<file path="src/rtl/handshake_alu_if.sv">
// Operand/result handshake bundle for handshake_alu.
// The issuing stage drives the master side; the ALU sits on the slave side.
interface handshake_alu_if #(
  parameter int WIDTH = 16
);
  logic             in_valid;
  logic             in_ready;
  logic [2:0]       alu_op;
  logic [WIDTH-1:0] data_in1;
  logic [WIDTH-1:0] data_in2;
  logic             out_valid;
  logic             out_ready;
  logic [WIDTH-1:0] data_out;
  logic             zero;
  logic             lt;
  logic             gt;
  logic             c_out;
  logic             overflow;

  modport master (
    output in_valid, alu_op, data_in1, data_in2, out_ready,
    input  in_ready, out_valid, data_out, zero, lt, gt, c_out, overflow
  );

  modport slave (
    input  in_valid, alu_op, data_in1, data_in2, out_ready,
    output in_ready, out_valid, data_out, zero, lt, gt, c_out, overflow
  );
endinterface

</file>
<file path="src/rtl/handshake_alu.sv">
// Registered ALU with valid/ready on both sides, a multi-cycle shift-add
// multiplier and arithmetic right shift. Result and flags hold until consumed.
module handshake_alu #(
  parameter int WIDTH = 16
) (
  input  logic             clk,
  input  logic             rst_n,
  handshake_alu_if.slave   bus
);
  localparam int SHW  = $clog2(WIDTH);
  localparam int CNTW = $clog2(WIDTH + 1);

  localparam logic [2:0] OP_ADD  = 3'b000;
  localparam logic [2:0] OP_SUB  = 3'b001;
  localparam logic [2:0] OP_AND  = 3'b010;
  localparam logic [2:0] OP_OR   = 3'b011;
  localparam logic [2:0] OP_SLT  = 3'b100;
  localparam logic [2:0] OP_ADDU = 3'b101;
  localparam logic [2:0] OP_MUL  = 3'b110;
  localparam logic [2:0] OP_SRA  = 3'b111;

  typedef enum logic [1:0] {S_IDLE, S_MUL, S_HOLD} state_e;

  state_e             state_q, state_d;
  logic [WIDTH-1:0]   data_q, data_d;
  logic               zero_q, zero_d, lt_q, lt_d, gt_q, gt_d;
  logic               cout_q, cout_d, ovf_q, ovf_d;
  logic [2*WIDTH-1:0] mcand_q, mcand_d, acc_q, acc_d;
  logic [WIDTH-1:0]   mplier_q, mplier_d;
  logic [CNTW-1:0]    cnt_q, cnt_d;
  logic               mlt_q, mlt_d, mgt_q, mgt_d;

  logic               in_ready, out_valid;
  logic               accept, accept_mul, accept_alu, mul_last;
  logic [WIDTH-1:0]   a, b, b_eff, alu_res;
  logic [WIDTH:0]     sum;
  logic               carry_in, add_ovf, alu_cout, alu_ovf, op_lt, op_gt;
  logic [2*WIDTH-1:0] acc_step;

  // NOTE: sequential state uses non-blocking assignments so every register
  // samples the pre-edge values of the others, independent of process order.
  always_ff @(posedge clk or negedge rst_n) begin
    if (!rst_n) state_q <= S_IDLE;
    else        state_q <= state_d;
  end

  assign accept     = bus.in_valid && in_ready;
  assign accept_mul = accept && (bus.alu_op == OP_MUL);
  assign accept_alu = accept && (bus.alu_op != OP_MUL);
  // The W-th shift-add step and the result capture share one edge.
  assign mul_last   = (state_q == S_MUL) && (cnt_q == CNTW'(WIDTH - 1));

  // NOTE: every combinational output gets a default before the case so no
  // path leaves it unassigned, which would otherwise infer a latch.
  always_comb begin
    state_d = state_q;
    case (state_q)
      S_IDLE, S_HOLD: begin
        if (accept)              state_d = accept_mul ? S_MUL : S_HOLD;
        else if (state_q == S_HOLD && bus.out_ready) state_d = S_IDLE;
      end
      S_MUL:   if (mul_last) state_d = S_HOLD;
      default: state_d = S_IDLE;
    endcase
  end

  always_comb begin
    in_ready  = 1'b0;
    out_valid = 1'b0;
    case (state_q)
      S_IDLE:  in_ready = 1'b1;
      S_HOLD: begin
        out_valid = 1'b1;
        in_ready  = bus.out_ready;
      end
      default: ;
    endcase
  end

  // Single adder serves ADD/ADDU/SUB; SUB is a + ~b + 1.
  always_comb begin
    a        = bus.data_in1;
    b        = bus.data_in2;
    carry_in = (bus.alu_op == OP_SUB);
    b_eff    = carry_in ? ~b : b;
    sum      = {1'b0, a} + {1'b0, b_eff} + (WIDTH+1)'(carry_in);
    add_ovf  = (a[WIDTH-1] == b_eff[WIDTH-1]) && (sum[WIDTH-1] != a[WIDTH-1]);
    op_lt    = $signed(a) < $signed(b);
    op_gt    = $signed(a) > $signed(b);
    alu_res  = sum[WIDTH-1:0];
    alu_cout = 1'b0;
    alu_ovf  = 1'b0;
    case (bus.alu_op)
      OP_ADD, OP_SUB: begin
        alu_cout = sum[WIDTH];
        alu_ovf  = add_ovf;
      end
      OP_ADDU: begin
        alu_cout = sum[WIDTH];
        alu_ovf  = sum[WIDTH];
      end
      OP_AND:  alu_res = a & b;
      OP_OR:   alu_res = a | b;
      OP_SLT:  alu_res = {{(WIDTH-1){1'b0}}, op_lt};
      OP_SRA:  alu_res = WIDTH'($signed(a) >>> b[SHW-1:0]);
      default: ;
    endcase
  end

  assign acc_step = mplier_q[0] ? (acc_q + mcand_q) : acc_q;

  always_comb begin
    data_d   = data_q;
    zero_d   = zero_q;
    lt_d     = lt_q;
    gt_d     = gt_q;
    cout_d   = cout_q;
    ovf_d    = ovf_q;
    mcand_d  = mcand_q;
    mplier_d = mplier_q;
    acc_d    = acc_q;
    cnt_d    = cnt_q;
    mlt_d    = mlt_q;
    mgt_d    = mgt_q;
    if (accept_alu) begin
      data_d = alu_res;
      zero_d = (alu_res == '0);
      lt_d   = op_lt;
      gt_d   = op_gt;
      cout_d = alu_cout;
      ovf_d  = alu_ovf;
    end
    if (accept_mul) begin
      mcand_d  = {{WIDTH{1'b0}}, a};
      mplier_d = b;
      acc_d    = '0;
      cnt_d    = '0;
      mlt_d    = op_lt;
      mgt_d    = op_gt;
    end
    if (state_q == S_MUL) begin
      acc_d    = acc_step;
      mcand_d  = mcand_q << 1;
      mplier_d = mplier_q >> 1;
      cnt_d    = cnt_q + CNTW'(1);
      if (mul_last) begin
        data_d = acc_step[WIDTH-1:0];
        zero_d = (acc_step[WIDTH-1:0] == '0);
        lt_d   = mlt_q;
        gt_d   = mgt_q;
        cout_d = |acc_step[2*WIDTH-1:WIDTH];
        ovf_d  = |acc_step[2*WIDTH-1:WIDTH];
      end
    end
  end

  always_ff @(posedge clk or negedge rst_n) begin
    if (!rst_n) begin
      data_q   <= '0;
      zero_q   <= 1'b0;
      lt_q     <= 1'b0;
      gt_q     <= 1'b0;
      cout_q   <= 1'b0;
      ovf_q    <= 1'b0;
      mcand_q  <= '0;
      mplier_q <= '0;
      acc_q    <= '0;
      cnt_q    <= '0;
      mlt_q    <= 1'b0;
      mgt_q    <= 1'b0;
    end else begin
      data_q   <= data_d;
      zero_q   <= zero_d;
      lt_q     <= lt_d;
      gt_q     <= gt_d;
      cout_q   <= cout_d;
      ovf_q    <= ovf_d;
      mcand_q  <= mcand_d;
      mplier_q <= mplier_d;
      acc_q    <= acc_d;
      cnt_q    <= cnt_d;
      mlt_q    <= mlt_d;
      mgt_q    <= mgt_d;
    end
  end

  assign bus.in_ready  = in_ready;
  assign bus.out_valid = out_valid;
  assign bus.data_out  = data_q;
  assign bus.zero      = zero_q;
  assign bus.lt        = lt_q;
  assign bus.gt        = gt_q;
  assign bus.c_out     = cout_q;
  assign bus.overflow  = ovf_q;
endmodule

</file>
<file path="src/flat_wrapper.sv">
// flat-port wrapper written by rule: the top's interface ports become plain ports
module handshake_alu_flat 
#(
  parameter int WIDTH = 16
)
  (clk, rst_n, bus_in_valid, bus_alu_op, bus_data_in1, bus_data_in2, bus_out_ready, bus_in_ready, bus_out_valid, bus_data_out, bus_zero, bus_lt, bus_gt, bus_c_out, bus_overflow);
  handshake_alu_if #(.WIDTH(WIDTH)) bus_i ();
  input  logic clk;
  input  logic rst_n;
  input wire logic [$bits(bus_i.in_valid)-1:0] bus_in_valid;
  input wire logic [$bits(bus_i.alu_op)-1:0] bus_alu_op;
  input wire logic [$bits(bus_i.data_in1)-1:0] bus_data_in1;
  input wire logic [$bits(bus_i.data_in2)-1:0] bus_data_in2;
  input wire logic [$bits(bus_i.out_ready)-1:0] bus_out_ready;
  output wire logic [$bits(bus_i.in_ready)-1:0] bus_in_ready;
  output wire logic [$bits(bus_i.out_valid)-1:0] bus_out_valid;
  output wire logic [$bits(bus_i.data_out)-1:0] bus_data_out;
  output wire logic [$bits(bus_i.zero)-1:0] bus_zero;
  output wire logic [$bits(bus_i.lt)-1:0] bus_lt;
  output wire logic [$bits(bus_i.gt)-1:0] bus_gt;
  output wire logic [$bits(bus_i.c_out)-1:0] bus_c_out;
  output wire logic [$bits(bus_i.overflow)-1:0] bus_overflow;
  assign bus_i.in_valid = bus_in_valid;
  assign bus_i.alu_op = bus_alu_op;
  assign bus_i.data_in1 = bus_data_in1;
  assign bus_i.data_in2 = bus_data_in2;
  assign bus_i.out_ready = bus_out_ready;
  assign bus_in_ready = bus_i.in_ready;
  assign bus_out_valid = bus_i.out_valid;
  assign bus_data_out = bus_i.data_out;
  assign bus_zero = bus_i.zero;
  assign bus_lt = bus_i.lt;
  assign bus_gt = bus_i.gt;
  assign bus_c_out = bus_i.c_out;
  assign bus_overflow = bus_i.overflow;
  handshake_alu #(.WIDTH(WIDTH)) u_core (.clk(clk), .rst_n(rst_n), .bus(bus_i));
endmodule
</file>
<file path="config.mk">
export PLATFORM = sky130hd
export DESIGN_NAME = handshake_alu_flat
export DESIGN_NICKNAME = d
export VERILOG_FILES = /design/src/rtl/handshake_alu_if.sv /design/src/rtl/handshake_alu.sv /design/src/flat_wrapper.sv
export SDC_FILE = /design/constraint.sdc
export NUM_CORES = 1
export LEC_CHECK = 0
export CELL_PAD_IN_SITES_DETAIL_PLACEMENT = 1
export CELL_PAD_IN_SITES_GLOBAL_PLACEMENT = 1
export CORE_UTILIZATION = 50
export DETAILED_ROUTE_END_ITERATION = 10
export GPL_TIMING_DRIVEN = 0
export HOLD_SLACK_MARGIN = 0.06
export PLACE_DENSITY = 0.85
export SLEW_MARGIN = 20
export SYNTH_ARGS = -nofsm -noshare
export SYNTH_HDL_FRONTEND = slang
export SYNTH_SLANG_ARGS = --single-unit
</file>
<file path="constraint.sdc">
create_clock -name clk -period 9.8 [get_ports clk]
set_clock_uncertainty 0.2 [all_clocks]
set_input_delay 1.96 -clock clk [delete_from_list [all_inputs] [get_ports clk]]
set_output_delay 1.96 -clock clk [all_outputs]
set_load 0.02 [all_outputs]
</file>
==> flow_summary_export.csv, run 1 <==
group,metric,value,unit
timing,tightest_slew,1.38,ns
hold_path,hold-path-endpoint,"u_core.bus.gt",
hold_path,hold-path-cell-count,2,
clocking,cts_hold_buf,0,
drt,dr.pass1.iters,5,
timing,min_period_over_period,75.5,%
global_routing,overflow,0,
clocking,worstSkewPairLatency,0.37,ns
yosys,yosys.cell_types.count,80,
timing,slew_headroom,5.53,%
flow_run,maxCapViolCount,0,
placement,place_area,10800,um^2
yosys,ys_ff_latch,110,
setup_path,crit_top_cell,"clkbuf_1",
global_routing,grt_max_degree,75,
die,pin_count,62,
setup_path,critPathTopFamily,"buffers and inverters",
clocking,clk_pin_slew,0.09,ns
drt,antenna_left,0,
yosys,synth_ff_type,"dfrtp_1",
clocking,clock-sinks,110,
yosys,yosysSeqAreaShare,27.9,%
setup_path,cp_slowest_cell,"clkbuf_1",
setup_path,endpoint_kind,"register",
drt,wl_met3,2630,um
clocking,post_cts_resized,0,
global_routing,antenna_found_initial,0,
cells_and_area,insertedDiodeCount,0,
setup_path,reg2reg_from,"u_core.mcand_q[10]",
placement,gp_congestion,0.972,
setup_path,cp_max_fo,10,
timing,tns,0,ns
yosys,synth-edff-count,0,
clocking,cts.path.max_buffers,2,
yosys,syn_inst,1220,
cells_and_area,n_fill_cell,2430,
die,die-area,20300,um^2
timing,rsz0062_at_grt,"no",
timing,hold_violations,0,
drt,routed_wl,37800,um
timing,setup_viol,0,
drt,top_layer_used,"met4",
clocking,cts-htree-levels,3,
hold_path,hold_path.class,"register to register",
yosys,synth_nets,1357,
hold_path,min_from,"u_core.mgt_q",
setup_path,cp_num_buf_inv,5,
drt,drt-initial-drc-count,751,
setup_path,start_kind,"input port",
yosys,async_flop_share,100,%
run_status,outcome,"finished clean",
die,core-area,19400,um^2
die,rows,51,
cells_and_area,regArea,2750,um^2
global_routing,grtUsageTotal,38.2,%
placement,io_buffer_count,61,
cells_and_area,stdcell_count,1563,
setup_path,worstPathRequired,9.89,ns
setup_path,path_cells,"clkdlybuf4s50_1 > clkbuf_1 > clkbuf_1 > and3_1 > clkbuf_1 > clkbuf_1 > xnor2_1 > ha_1 > nor2b_1 > o21ai_1 > a21oi_1 > o2111ai_1 > a221oi_1 > a31o_2 > a211oi_1 > nor4_1 > a221oi_1 > a21oi_1",
cells_and_area,multi_input_area,6670,um^2
drt,wl_per_cell,24.2,um
setup_path,r2r_cells,11,
cells_and_area,fin_area,11100,um^2
timing,fmax,135,MHz
cells_and_area,drive_above_1_share,3.93,%
timing,min_period,7.40,ns
drt,drt-vias-per-instance,6.56,
global_routing,grt_pass1_vias,10257,
drt,routed-wl-met2,17000,um
yosys,synth_warnings,0,
drt,drc,0,
drt,met1_length,16900,um
yosys,netlist_area,9880,um^2
clocking,cts_made_buffers,9,
yosys,syn_avg_cell_area,8.10,um^2
cells_and_area,fin_nets,1430,
setup_path,r2r_setup_slack,5.18,ns
clocking,post-cts-setup-buffers,0,
placement,dp_worst_setup_slack,2.20,ns
die,start_util,50.9,%
placement,dp_cells,1547,
timing,fin_ws,2.40,ns
clocking,cts_tree,"done",
setup_path,critical-path-max-stage-delay,0.60,ns
pwr,total_power,3.05,mW
placement,hpwl,29400,um
setup_path,rr_endpoint,"u_core.bus.c_out",
pwr,p_leak,4.96,nW
die,fp.dieH,143,um
clocking,root_buffer,"clkbuf_16",
setup_path,cp.arrival,7.49,ns
pwr,cellPowerDensity,273,nW/um^2
drt,vias,10258,
pwr,ir_drop,0.139,mV
die,die_w,143,um
cells_and_area,syn_to_final_growth,12.8,%
timing,maxSlewViolCount,0,
setup_path,worstSetupPathType,"input port to register",
global_routing,grt_pass1_wl,58200,um
==> worst max-delay path by stage <==
| stage | from | to | slack, ns | cells after the start |
|---|---|---|---|---|
| 2_1_floorplan | bus_alu_op[0] | u_core.bus.data_out[12] | 3.85 | 17 |
| 3_3_place_gp | rst_n | u_core.mcand_q[26] | 2.13 | 1 |
| 3_5_place_dp | bus_alu_op[0] | u_core.bus.data_out[12] | 2.20 | 18 |
| 4_1_cts | bus_alu_op[0] | u_core.bus.overflow | 2.54 | 18 |
| 5_1_grt | bus_alu_op[0] | u_core.bus.data_out[12] | 2.07 | 18 |
| 6_report | bus_alu_op[0] | u_core.bus.overflow | 2.40 | 18 |
==> synth_stat cells, drive strengths merged (20+ instances only) <==
cell type | count | area (um^2)
inv | 49 | 184
a31oi | 42 | 278
clkbuf | 58 | 218
ha | 96 | 1200
nor2 | 91 | 342
xnor2 | 34 | 298
mux2i | 20 | 200
o21ai | 93 | 480
nand2 | 181 | 679
nand3 | 48 | 240
dfrtp | 110 | 2750
a21oi | 82 | 410
nor3 | 29 | 150
==> cells in the final DEF, fill, tap and decap left out, drive strengths merged, types with 5 or more instances in the layout <==
| master | instances |
|---|---|
| a2111oi | 6 |
| a211o | 11 |
| a211oi | 17 |
| a21o | 17 |
| a21oi | 82 |
| a221oi | 6 |
| a311oi | 5 |
| a31oi | 42 |
| and3 | 15 |
| and4 | 6 |
| buf | 14 |
| clkbuf | 68 |
| clkdlybuf4s50 | 60 |
| dfrtp | 110 |
| ha | 96 |
| inv | 55 |
| mux2i | 20 |
| mux4 | 17 |
| nand2 | 181 |
| nand2b | 7 |
| nand3 | 48 |
| nand4 | 12 |
| nor2 | 91 |
| nor2b | 16 |
| nor3 | 29 |
| nor4 | 11 |
| o211ai | 12 |
| o21a | 12 |
| o21ai | 93 |
| o21bai | 7 |
| o22ai | 6 |
| o31ai | 9 |
| or3 | 8 |
| xnor2 | 34 |
| xor2 | 11 |
==> power by group <==
| part | total, mW | switching, mW | leakage (nW) | internal, mW |
|---|---|---|---|---|
| registers | 0.869 | 0.210 | 1.38 | 0.660 |
| logic | 1.79 | 1.11 | 3.44 | 0.681 |
| clock network | 0.382 | 0.201 | 0.142 | 0.181 |
| total | 3.05 | 1.52 | 4.96 | 1.52 |
==> worst reg2reg max path: cells and delay by family, from the launching register on <==
family / cells / cell delay, ns
AO/OA/AOI/OAI: 6 / 2.26
adder cells (fa/ha/maj): 1 / 0.37
flip-flops: 1 / 0.45
AND/OR/NAND/NOR: 4 / 1.21
==> flip-flops by register name, summed over array words and instances (netlist names) <==
| name | cells |
|---|---|
| u_core.bus.overflow | 1 |
| u_core.acc_q | 32 |
| u_core.bus.c_out | 1 |
| u_core.cnt_q | 5 |
| u_core.mlt_q | 1 |
| u_core.state_q | 2 |
| u_core.bus.gt | 1 |
| u_core.mgt_q | 1 |
| u_core.bus.lt | 1 |
| u_core.mcand_q | 32 |
| u_core.mplier_q | 16 |
| u_core.bus.zero | 1 |
| u_core.bus.data_out | 16 |
==> routing by layer <==
metal / up-vias / global-route usage [%]
li1: 4604 / -
met1: 5138 / 52.9
met2: 422 / 60.3
met3: 94 / 5.72
met4: 0 / 13.4
met5: - / 0
==> area by class of cell <==
type	instances	area share (%)
flip-flops and latches	110	24.7
clock buffers	10	2.06
inverters	52	1.75
plain buffers	70	2.39
repair buffers	62	5.74
multi-input cells	988	59.9
well taps	265	2.98
clock inverters	6	0.517
==> kinds of logic after synthesis <==
| family | Yosys count | synth area share [%] |
|---|---|---|
| compound gates | 361 | 23.8 |
| xor+xnor | 45 | 3.99 |
| fa+ha+maj | 99 | 12.7 |
| buf+inv | 122 | 4.67 |
| flops | 110 | 27.9 |
| mux | 40 | 6.25 |
| simple gates | 443 | 20.8 |
==> metrics by stage <==
step,hold WS (ns),utilization (%)
4_1_cts,0.308,57.4
3_3_place_gp,0.264,55.8
3_5_place_dp,0.289,55.9
2_1_floorplan,0.246,-
6_report,0.311,57.4
5_1_grt,0.335,57.4
Power figures use the tool's default switching activity.
==> inputs of run 2 (changes only) <==
CORE_UTILIZATION = 42   (was 50)
PLACE_DENSITY = 0.75   (was 0.85)
clock period = 6.55 ns   (was 9.8 ns; I/O delays follow)
==> run 2 against run 1 <==
Cell count rose by 2.9%. Core utilization down 8.5 points. Hold slack worse by 0.022 ns. Sequential power up 46%. Via count fell by 2.4%. Cell area grew 0.39%. Global-route usage down 5.9 points. Critical path type unchanged. Combinational power increased by 49%.
==> flow_summary_export.csv, run 2 (synthesized netlist as in run 1, its figures left out) <==
group,metric,value,unit
cells_and_area,layout_commonest_cell,"nand2_1",
die,pin_count,62,
cells_and_area,n_fill_cell,2827,
placement,io_buffer_count,61,
cells_and_area,regArea,2750,um^2
clocking,cts.path.max_buffers,2,
global_routing,overflow,0,
timing,hold_violations,0,
drt,routed-wl-met2,16500,um
timing,fmax,166,MHz
pwr,p_leak,4.96,nW
timing,maxSlewViolCount,0,
global_routing,grtUsageTotal,32.3,%
drt,vias,10016,
pwr,swShare,49.4,%
die,start_util,43.2,%
clocking,root_buffer,"clkbuf_16",
setup_path,start_kind,"input port",
drt,dr.pass1.iters,5,
die,rows,55,
drt,wl_met3,2350,um
cells_and_area,final_cell_mix,"181 x nand2_1, 110 x dfrtp_1, 96 x ha_1",
timing,min_period_over_period,92.0,%
die,core-area,22800,um^2
setup_path,endpoint_kind,"register",
pwr,ir_drop,0.150,mV
clocking,cts_tree,"done",
clocking,post-cts-setup-buffers,0,
clocking,clock-sinks,110,
pwr,total_power,4.49,mW
hold_path,hold_path.class,"register to register",
global_routing,grt_pass1_wl,59400,um
clocking,cts_hold_buf,0,
pwr,seq_power_share,28.2,%
die,die_w,155,um
timing,tightest_slew,0.996,ns
drt,met1_length,17700,um
clocking,clk_pin_slew,0.09,ns
timing,setup_viol,0,
setup_path,worstSetupPathType,"input port to register",
cells_and_area,insertedDiodeCount,0,
timing,min_period,6.03,ns
drt,antenna_left,0,
pwr,comb_power_share,59.5,%
pwr,p_switching,2.22,mW
timing,slew_headroom,31.9,%
drt,wl_per_cell,23.3,um
drt,top_layer_used,"met5",
cells_and_area,drive_above_1_share,4.01,%
cells_and_area,fin_nets,1429,
drt,routed_wl,37500,um
cells_and_area,top_regs,"u_core.acc_q x32, u_core.mcand_q x32",
drt,drt-initial-drc-count,854,
setup_path,cp_max_fo,10,
timing,whs,0.288,ns
placement,hpwl,29300,um
run_status,outcome,"finished clean",
flow_run,maxCapViolCount,0,
clocking,cts-htree-levels,3,
cells_and_area,syn_to_final_growth,13.2,%
global_routing,antenna_found_initial,1,
drt,drc,0,
clocking,cts_made_buffers,9,
pwr,internal_power,2.27,mW
die,fp.dieH,155,um
pwr,cellPowerDensity,402,nW/um^2
setup_path,cp.arrival,6.12,ns
timing,rsz0062_at_grt,"no",
die,die-area,24100,um^2
pwr,clkPwrFrac,12.2,%
timing,tns,0,ns
global_routing,grt_max_degree,67,
clocking,worstSkewPairLatency,0.37,ns
global_routing,grt_pass1_vias,10205,
cells_and_area,multi_input_area,6670,um^2
setup_path,worstPathRequired,6.64,ns
placement,gp_congestion,0.914,
drt,drt-vias-per-instance,6.22,
[run 2: power groups by stage]
stage	clock, mW	combinational [mW]	sequential (mW)
after detailed placement	0	2.64	1.27
final	0.550	2.67	1.27
after floorplan	0	1.75	1.24
after global placement	0	2.56	1.27
after CTS	0.560	2.66	1.26
after global routing	0.582	2.94	1.30
[run 2: per-stage QoR]
stage                     worst slack (ns)  util, %  instances  instance area, um^2
after floorplan                       1.25        -       1220                 9880
after global placement              -0.630     47.6       1594                10900
after detailed placement            -0.476     47.8       1595                10900
after CTS                           0.0843     49.0       1610                11200
after global routing                 0.123     49.0       1609                11200
final                                0.521     49.0       1609                11200
[run 2: layer usage]
layer	vias up	track usage (%)
met5	-	0
met3	67	4.57
met2	342	49.3
met1	5007	47.0
met4	2	9.85
li1	4598	-
[run 2: path summary, 6_finish.rpt]
kind	start	end	slack (ns)	cells after the start
worst max register to register	u_core.mplier_q[0]	u_core.bus.c_out	2.17	8
worst max-delay path	bus_data_in2[1]	u_core.bus.data_out[12]	0.52	17
min in group asynchronous	rst_n	u_core.mcand_q[21]	0.75	1
worst min-delay path	u_core.mgt_q	u_core.mgt_q	0.29	2
max in group asynchronous	rst_n	u_core.mcand_q[6]	4.71	2
worst min register to register	u_core.mgt_q	u_core.mgt_q	0.29	2
[run 2: worst max-delay path, cell delays in order]
cell,delay (ns)
clkdlybuf4s50_1,0.65
clkbuf_1,0.53
buf_2,0.37
inv_1,0.14
xnor2_1,0.25
inv_1,0.09
fa_1,0.42
nor2b_1,0.16
o21ai_1,0.09
a21oi_1,0.30
o2111ai_1,0.24
a221oi_1,0.46
xnor2_1,0.16
a221oi_1,0.36
a21oi_1,0.19
a211o_1,0.32
o21ai_0,0.07
[run 2: layout make-up]
cell class                 instances  area share (%)
multi-input combinational        988            59.6
sequential                       110            24.6
timing repair buffer              62            5.72
tap                              313            3.50
buffer                            69            2.38
clock buffer                      11            2.08
inverter                          52            1.75
clock inverter                     4           0.336
[run 2: repair_timing]
item                                    CTS  global route
hold endpoints to repair                  0             0
resized for setup                         1             5
endpoints found under the setup margin    2             8
